$ cat config.mk
export PLATFORM = sky130hd
export DESIGN_NAME = mux_scan_sequencer_flat
export DESIGN_NICKNAME = d
export VERILOG_FILES = /design/src/rtl/mux_scan_sequencer_if.sv /design/src/rtl/mux_scan_sequencer.sv /design/src/flat_wrapper.sv
export SDC_FILE = /design/constraint.sdc
export NUM_CORES = 1
export LEC_CHECK = 0
export CAP_MARGIN = 25
export CORE_ASPECT_RATIO = 0.9
export CORE_MARGIN = 8
export CORE_UTILIZATION = 27
export CTS_CLUSTER_DIAMETER = 200
export DETAILED_ROUTE_END_ITERATION = 7
export SYNTH_ARGS = -nofsm -noshare
export SYNTH_HDL_FRONTEND = slang
export SYNTH_SLANG_ARGS = --single-unit
$ cat constraint.sdc
create_clock -name clk -period 2.9 [get_ports clk]
set_input_delay 0.29 -clock clk [delete_from_list [all_inputs] [get_ports clk]]
set_output_delay 0.29 -clock clk [all_outputs]
set_load 0.01 [all_outputs]
$ cat src/rtl/mux_scan_sequencer_if.sv
// Bundle between the scan sequencer and its surroundings (mux + downstream).
// Optional feature macro: SCAN_PARITY_EN adds the data_parity signal.
//
// Handshake: data_out (and data_parity) are valid whenever data_valid=1 and
// stay stable until a rising edge sees data_valid & data_ready, which
// transfers the byte.
interface mux_scan_sequencer_if;
    logic       start;
    logic       mux_out;
    logic [2:0] sel;
    logic       busy;
    logic [7:0] data_out;
    logic       data_valid;
    logic       data_ready;
    logic [1:0] state;        // debug view of the controller state
`ifdef SCAN_PARITY_EN
    logic       data_parity;
`endif

`ifdef SCAN_PARITY_EN
    modport master (
        input  start, mux_out, data_ready,
        output sel, busy, data_out, data_valid, state, data_parity
    );
    modport slave (
        output start, mux_out, data_ready,
        input  sel, busy, data_out, data_valid, state, data_parity
    );
`else
    modport master (
        input  start, mux_out, data_ready,
        output sel, busy, data_out, data_valid, state
    );
    modport slave (
        output start, mux_out, data_ready,
        input  sel, busy, data_out, data_valid, state
    );
`endif
endinterface

$ cat src/rtl/mux_scan_sequencer.sv
// Scan sequencer for an 8:1 mux: steps sel 0..7, waits SETTLE extra cycles
// per channel, samples mux_out into data_out[sel] and offers the byte with a
// valid/ready handshake.
// Optional feature macro: SCAN_PARITY_EN (registered even-parity output).
module mux_scan_sequencer #(
    parameter int unsigned SETTLE = 1   // 0..15
) (
    input  logic                    clk,
    input  logic                    rst_n,
    mux_scan_sequencer_if.master    bus
);

    typedef enum logic [1:0] {
        IDLE = 2'd0,
        SCAN = 2'd1,
        DONE = 2'd2
    } state_t;

    localparam logic [3:0] SETTLE_LD = 4'(SETTLE);

    state_t     state_q, state_d;
    logic [2:0] sel_q, sel_d;
    logic [3:0] cnt_q, cnt_d;
    logic [7:0] data_q, data_d;
`ifdef SCAN_PARITY_EN
    logic       parity_q, parity_d;
`endif

    // Next-state and datapath: one channel is sampled when its settle count runs out.
    always_comb begin
        state_d  = state_q;
        sel_d    = sel_q;
        cnt_d    = cnt_q;
        data_d   = data_q;
`ifdef SCAN_PARITY_EN
        parity_d = parity_q;
`endif
        case (state_q)
            IDLE: begin
                sel_d = 3'd0;
                if (bus.start) begin
                    state_d = SCAN;
                    cnt_d   = SETTLE_LD;
                end
            end
            SCAN: begin
                if (cnt_q != 4'd0) begin
                    cnt_d = cnt_q - 4'd1;
                end else begin
                    data_d[sel_q] = bus.mux_out;
                    if (sel_q != 3'd7) begin
                        sel_d = sel_q + 3'd1;
                        cnt_d = SETTLE_LD;
                    end else begin
                        // sel holds at 7 while the result is offered
                        state_d  = DONE;
`ifdef SCAN_PARITY_EN
                        parity_d = ^data_d;
`endif
                    end
                end
            end
            DONE: begin
                if (bus.data_ready) begin
                    sel_d = 3'd0;
                    if (bus.start) begin
                        state_d = SCAN;
                        cnt_d   = SETTLE_LD;
                    end else begin
                        state_d = IDLE;
                    end
                end
            end
            default: begin
                state_d = IDLE;
                sel_d   = 3'd0;
                cnt_d   = SETTLE_LD;
            end
        endcase
    end

    // State and datapath registers, cleared asynchronously.
    always_ff @(posedge clk or negedge rst_n) begin
        if (!rst_n) begin
            state_q  <= IDLE;
            sel_q    <= 3'd0;
            cnt_q    <= SETTLE_LD;
            data_q   <= 8'h00;
`ifdef SCAN_PARITY_EN
            parity_q <= 1'b0;
`endif
        end else begin
            state_q  <= state_d;
            sel_q    <= sel_d;
            cnt_q    <= cnt_d;
            data_q   <= data_d;
`ifdef SCAN_PARITY_EN
            parity_q <= parity_d;
`endif
        end
    end

    // busy and data_valid are decoded straight from the state register.
    assign bus.sel        = sel_q;
    assign bus.busy       = (state_q == SCAN);
    assign bus.data_valid = (state_q == DONE);
    assign bus.data_out   = data_q;
    assign bus.state      = state_q;
`ifdef SCAN_PARITY_EN
    assign bus.data_parity = parity_q;
`endif

endmodule

$ cat src/flat_wrapper.sv
// flat-port wrapper written by rule: the top's interface ports become plain ports
module mux_scan_sequencer_flat 
#(
    parameter int unsigned SETTLE = 1           
)
  (clk, rst_n, bus_start, bus_mux_out, bus_data_ready, bus_sel, bus_busy, bus_data_out, bus_data_valid, bus_state);
  mux_scan_sequencer_if bus_i ();
  input  logic clk;
  input  logic rst_n;
  input wire logic [$bits(bus_i.start)-1:0] bus_start;
  input wire logic [$bits(bus_i.mux_out)-1:0] bus_mux_out;
  input wire logic [$bits(bus_i.data_ready)-1:0] bus_data_ready;
  output wire logic [$bits(bus_i.sel)-1:0] bus_sel;
  output wire logic [$bits(bus_i.busy)-1:0] bus_busy;
  output wire logic [$bits(bus_i.data_out)-1:0] bus_data_out;
  output wire logic [$bits(bus_i.data_valid)-1:0] bus_data_valid;
  output wire logic [$bits(bus_i.state)-1:0] bus_state;
  assign bus_i.start = bus_start;
  assign bus_i.mux_out = bus_mux_out;
  assign bus_i.data_ready = bus_data_ready;
  assign bus_sel = bus_i.sel;
  assign bus_busy = bus_i.busy;
  assign bus_data_out = bus_i.data_out;
  assign bus_data_valid = bus_i.data_valid;
  assign bus_state = bus_i.state;
  mux_scan_sequencer #(.SETTLE(SETTLE)) u_core (.clk(clk), .rst_n(rst_n), .bus(bus_i));
endmodule
==> summary.txt <==
Timing
  – Slew Limit Headroom: between 40% and 50%
  – Worst Tran Pin Value: between 700 and 800 ps
  – Setup TNS: 0 ps
  – F_max: between 0.4 and 0.5 GHz
  – Post-layout min period: 2010 ps
  – Period utilization: around 69%
  – Clock skew: 1.82 ps
  – Final Max Tran Viols: 0
  – Setup-failing EPs final: 0
  – Unrepaired setup endpoints after global routing: no
  – Worst hold slack: a little under 500 ps
  – Final hold violation count: 0
  – Final worst slack: between 800 and 900 ps

CTS
  – Clk_lat worst skew: 250 ps
  – Clock Sinks: 17
  – Clk root buf: clkbuf_8
  – Post-CTS Setup Repair Bufs: 0
  – Post-cts sizing count: 0
  – Longest Clk Path Bufs: 2
  – Hold buffers post-CTS: 0
  – Clock transition at path regs: approximately 70 ps
  – # H-tree levels: 1
  – CTS tree: built
  – CTS Buf Count: 3

Yosys
  – Post-Synthesis Cells: 77
  – Synthesized area per cell: between 10 and 15 µm²
  – Synth Cell Area: 911 µm²
  – Seq/Total Area, Yosys: 46.8%
  – Synth Warn #: 0
  – Synth Area in Adders: 5.49%
  – Main combinational cell family by area after synthesis: simple AND/OR/NAND/NOR gates
  – Distinct cell type count after synthesis: 33
  – Multiplexer area fraction after synthesis: roughly 11%
  – XOR/XNOR Fraction of Synth Area: 0%
  – Compound-cell area share of the yosys netlist: approximately 11%
  – #FFs+latches synth: 17
  – Mapped Nets: 86
  – Synth Area in Simple Gates: between 20% and 30%

Die
  – Initial Utilization: around 28%
  – IO Pins: 20
  – Die H: between 70 and 80 µm
  – Rows: 20
  – Core area: 3300 µm²
  – Die area: 5490 µm²
  – DIE WIDTH: 77.2 µm

Power
  – Leak Pwr: 0.483 nW
  – VDD IR max: roughly 0.00024 V
  – PwrDens: 951 nW/µm²

Finish
  – Commonest cells after routing, fill and taps aside: clkdlybuf4s50_1, dfrtp_1, mux2_2
  – Most common cell after layout, fill and taps aside: clkdlybuf4s50_1
  – Ant. Diodes: 0
  – Area Overhead vs Synth: 30.8%
  – Fraction of layout cells with a size suffix above 1: between 10% and 20%
  – Nets@finish: approximately 110

Route
  – DR vias/cell: slightly below 5
  – 1st-iter DRT viols: 31
  – Drt pass-1 iters: 4
  – Drt total wl: 1960 µm
  – Routed WL per cell: about 14 µm
  – Drt drc: 0
  – Vias: between 600 and 700
  – Post-DRT Antenna Nets: 0

Critical path
  – Crit path DAT: between 1500 and 2000 ps
  – Slowest-stage cell, CP: clkdlybuf4s50_1
  – Slowest stage delay, CP: slightly below 600 ps
  – Crit path required time: 2610 ps
  – Crit. End Element: output port
  – Buffers & Inverters on Critical Path: 2
  – Crit path max-delay family: buffers and inverters
  – Cells along the critical path: nand2b_2 > inv_2 > clkdlybuf4s50_1
  – WS Path Type: reg2out
  – Crit-path max FO: 13
  – Worst setup SP type: register

Placement
  – Pre-CTS WS: about 940 ps
  – Final Wtd Congestion: between 0.7 and 0.8
  – Input/output buffers: 19
  – DPL Wire Length: roughly 1500 µm

Global route
  – First-pass GRT wire length: 3430 µm
  – Tot GR Track Use: 7.79%
  – Vias in the first global route: around 700
  – Pin count of the biggest net entering global routing: 18
  – Grt total ovfl: 0
  – Initial antenna violation count: 0

Worst hold path
  – Hold Crit Class: in2async

Flow run
  – Maxcap violations: 0

Outcome
  – Status: finished, final reports clean
==> final timing paths <==
check | to | start | cells after the start | slack (ps)
max | bus_busy | u_core.bus.state[1] | 3 | 890
min | u_core.bus.state[0] | rst_n | 1 | 480
max reg2reg | u_core.cnt_q[3] | u_core.cnt_q[0] | 6 | 920
min reg2reg | u_core.bus.data_out[1] | u_core.bus.data_out[1] | 1 | 500
max in group asynchronous | u_core.bus.data_out[4] | rst_n | 1 | 1950
min in group clk | u_core.bus.data_out[1] | u_core.bus.data_out[1] | 1 | 500
==> cells by family after synthesis <==
kind of cell	after synthesis
adders and majority gates	4
muxes	9
buffers and inverters	6
AOI/OAI and AO/OA	14
and+or+nand+nor	27
DFF	17
==> layout make-up <==
| type | instances | area, µm² |
|---|---|---|
| fillers | 330 | 2110 |
| multi-input cells | 54 | 454 |
| flip-flops and latches | 17 | 427 |
| repair buffers | 20 | 198 |
| well taps | 44 | 55.1 |
| clock buffers | 3 | 41.3 |
| inverters | 3 | 11.3 |
| clock inverters | 1 | 5.00 |
==> flip-flops by register name, summed over array words and instances, names as in the netlist <==
| signal | flops |
|---|---|
| u_core.bus.sel | 3 |
| u_core.bus.state | 2 |
| u_core.cnt_q | 4 |
| u_core.bus.data_out | 8 |
==> stage by stage <==
stage / instances / area [µm²] / total power [mW] / util, %
final: 142 / 1190 / 1.13 / 36.1
after global routing: 142 / 1190 / 1.22 / 36.1
after CTS: 142 / 1190 / 1.15 / 36.1
after detailed placement: 138 / 1140 / 0.966 / 34.7
after global placement: 138 / 1140 / 0.945 / 34.7
after floorplan: 77 / 911 / 0.737 / -
==> power breakdown <==
group	internal (mW)	switching, mW
clock	0.0955	0.0836
sequential	0.342	0.106
combinational	0.296	0.209
==> cells in the mapped netlist <==
cell | count | area share (%)
nor2b_1 | 4 | 2.7
nand4_1 | 4 | 2.7
nor2_1 | 2 | 0.82
nand2_1 | 1 | 0.41
nor4b_1 | 1 | 0.96
ha_1 | 4 | 5.5
a21oi_1 | 1 | 0.55
a22o_1 | 3 | 2.9
o21bai_1 | 1 | 0.82
or3b_4 | 1 | 1.2
nor3_2 | 1 | 1.1
or3_1 | 1 | 0.69
o2bb2ai_1 | 1 | 0.96
nand2b_2 | 1 | 0.96
dfrtp_1 | 16 | 44
buf_4 | 2 | 1.6
dfstp_2 | 1 | 2.9
a211o_1 | 1 | 0.96
o21ai_0 | 5 | 2.7
mux2_1 | 2 | 2.5
and2_1 | 1 | 0.69
nor4b_4 | 1 | 2.6
nor4_1 | 1 | 0.69
nand2b_1 | 2 | 1.4
nand4b_1 | 3 | 2.9
inv_1 | 2 | 0.82
a31o_2 | 1 | 0.96
nor3b_1 | 2 | 1.6
mux2_2 | 7 | 8.7
a311o_1 | 1 | 1.1
inv_2 | 1 | 0.41
clkbuf_1 | 1 | 0.41
and3_1 | 1 | 0.69
==> layer usage <==
metal / vias to the layer above / track usage [%] / share of wire, %
met3: 5 / 2.41 / 6.2
met5: - / 0 / 0
met4: 0 / 5.65 / 3.1
met2: 19 / 12.0 / 45
li1: 329 / - / -
met1: 341 / 8.97 / 45
==> worst reg2reg max path, stage by stage (launching register included) <==
cell and delay, ps:
dfstp_2 540, inv_1 60, ha_1 220, nor3b_1 140
buf_4 170, a311o_1 410, a211o_1 310
No activity file was read; power rests on OpenSTA's default activity.
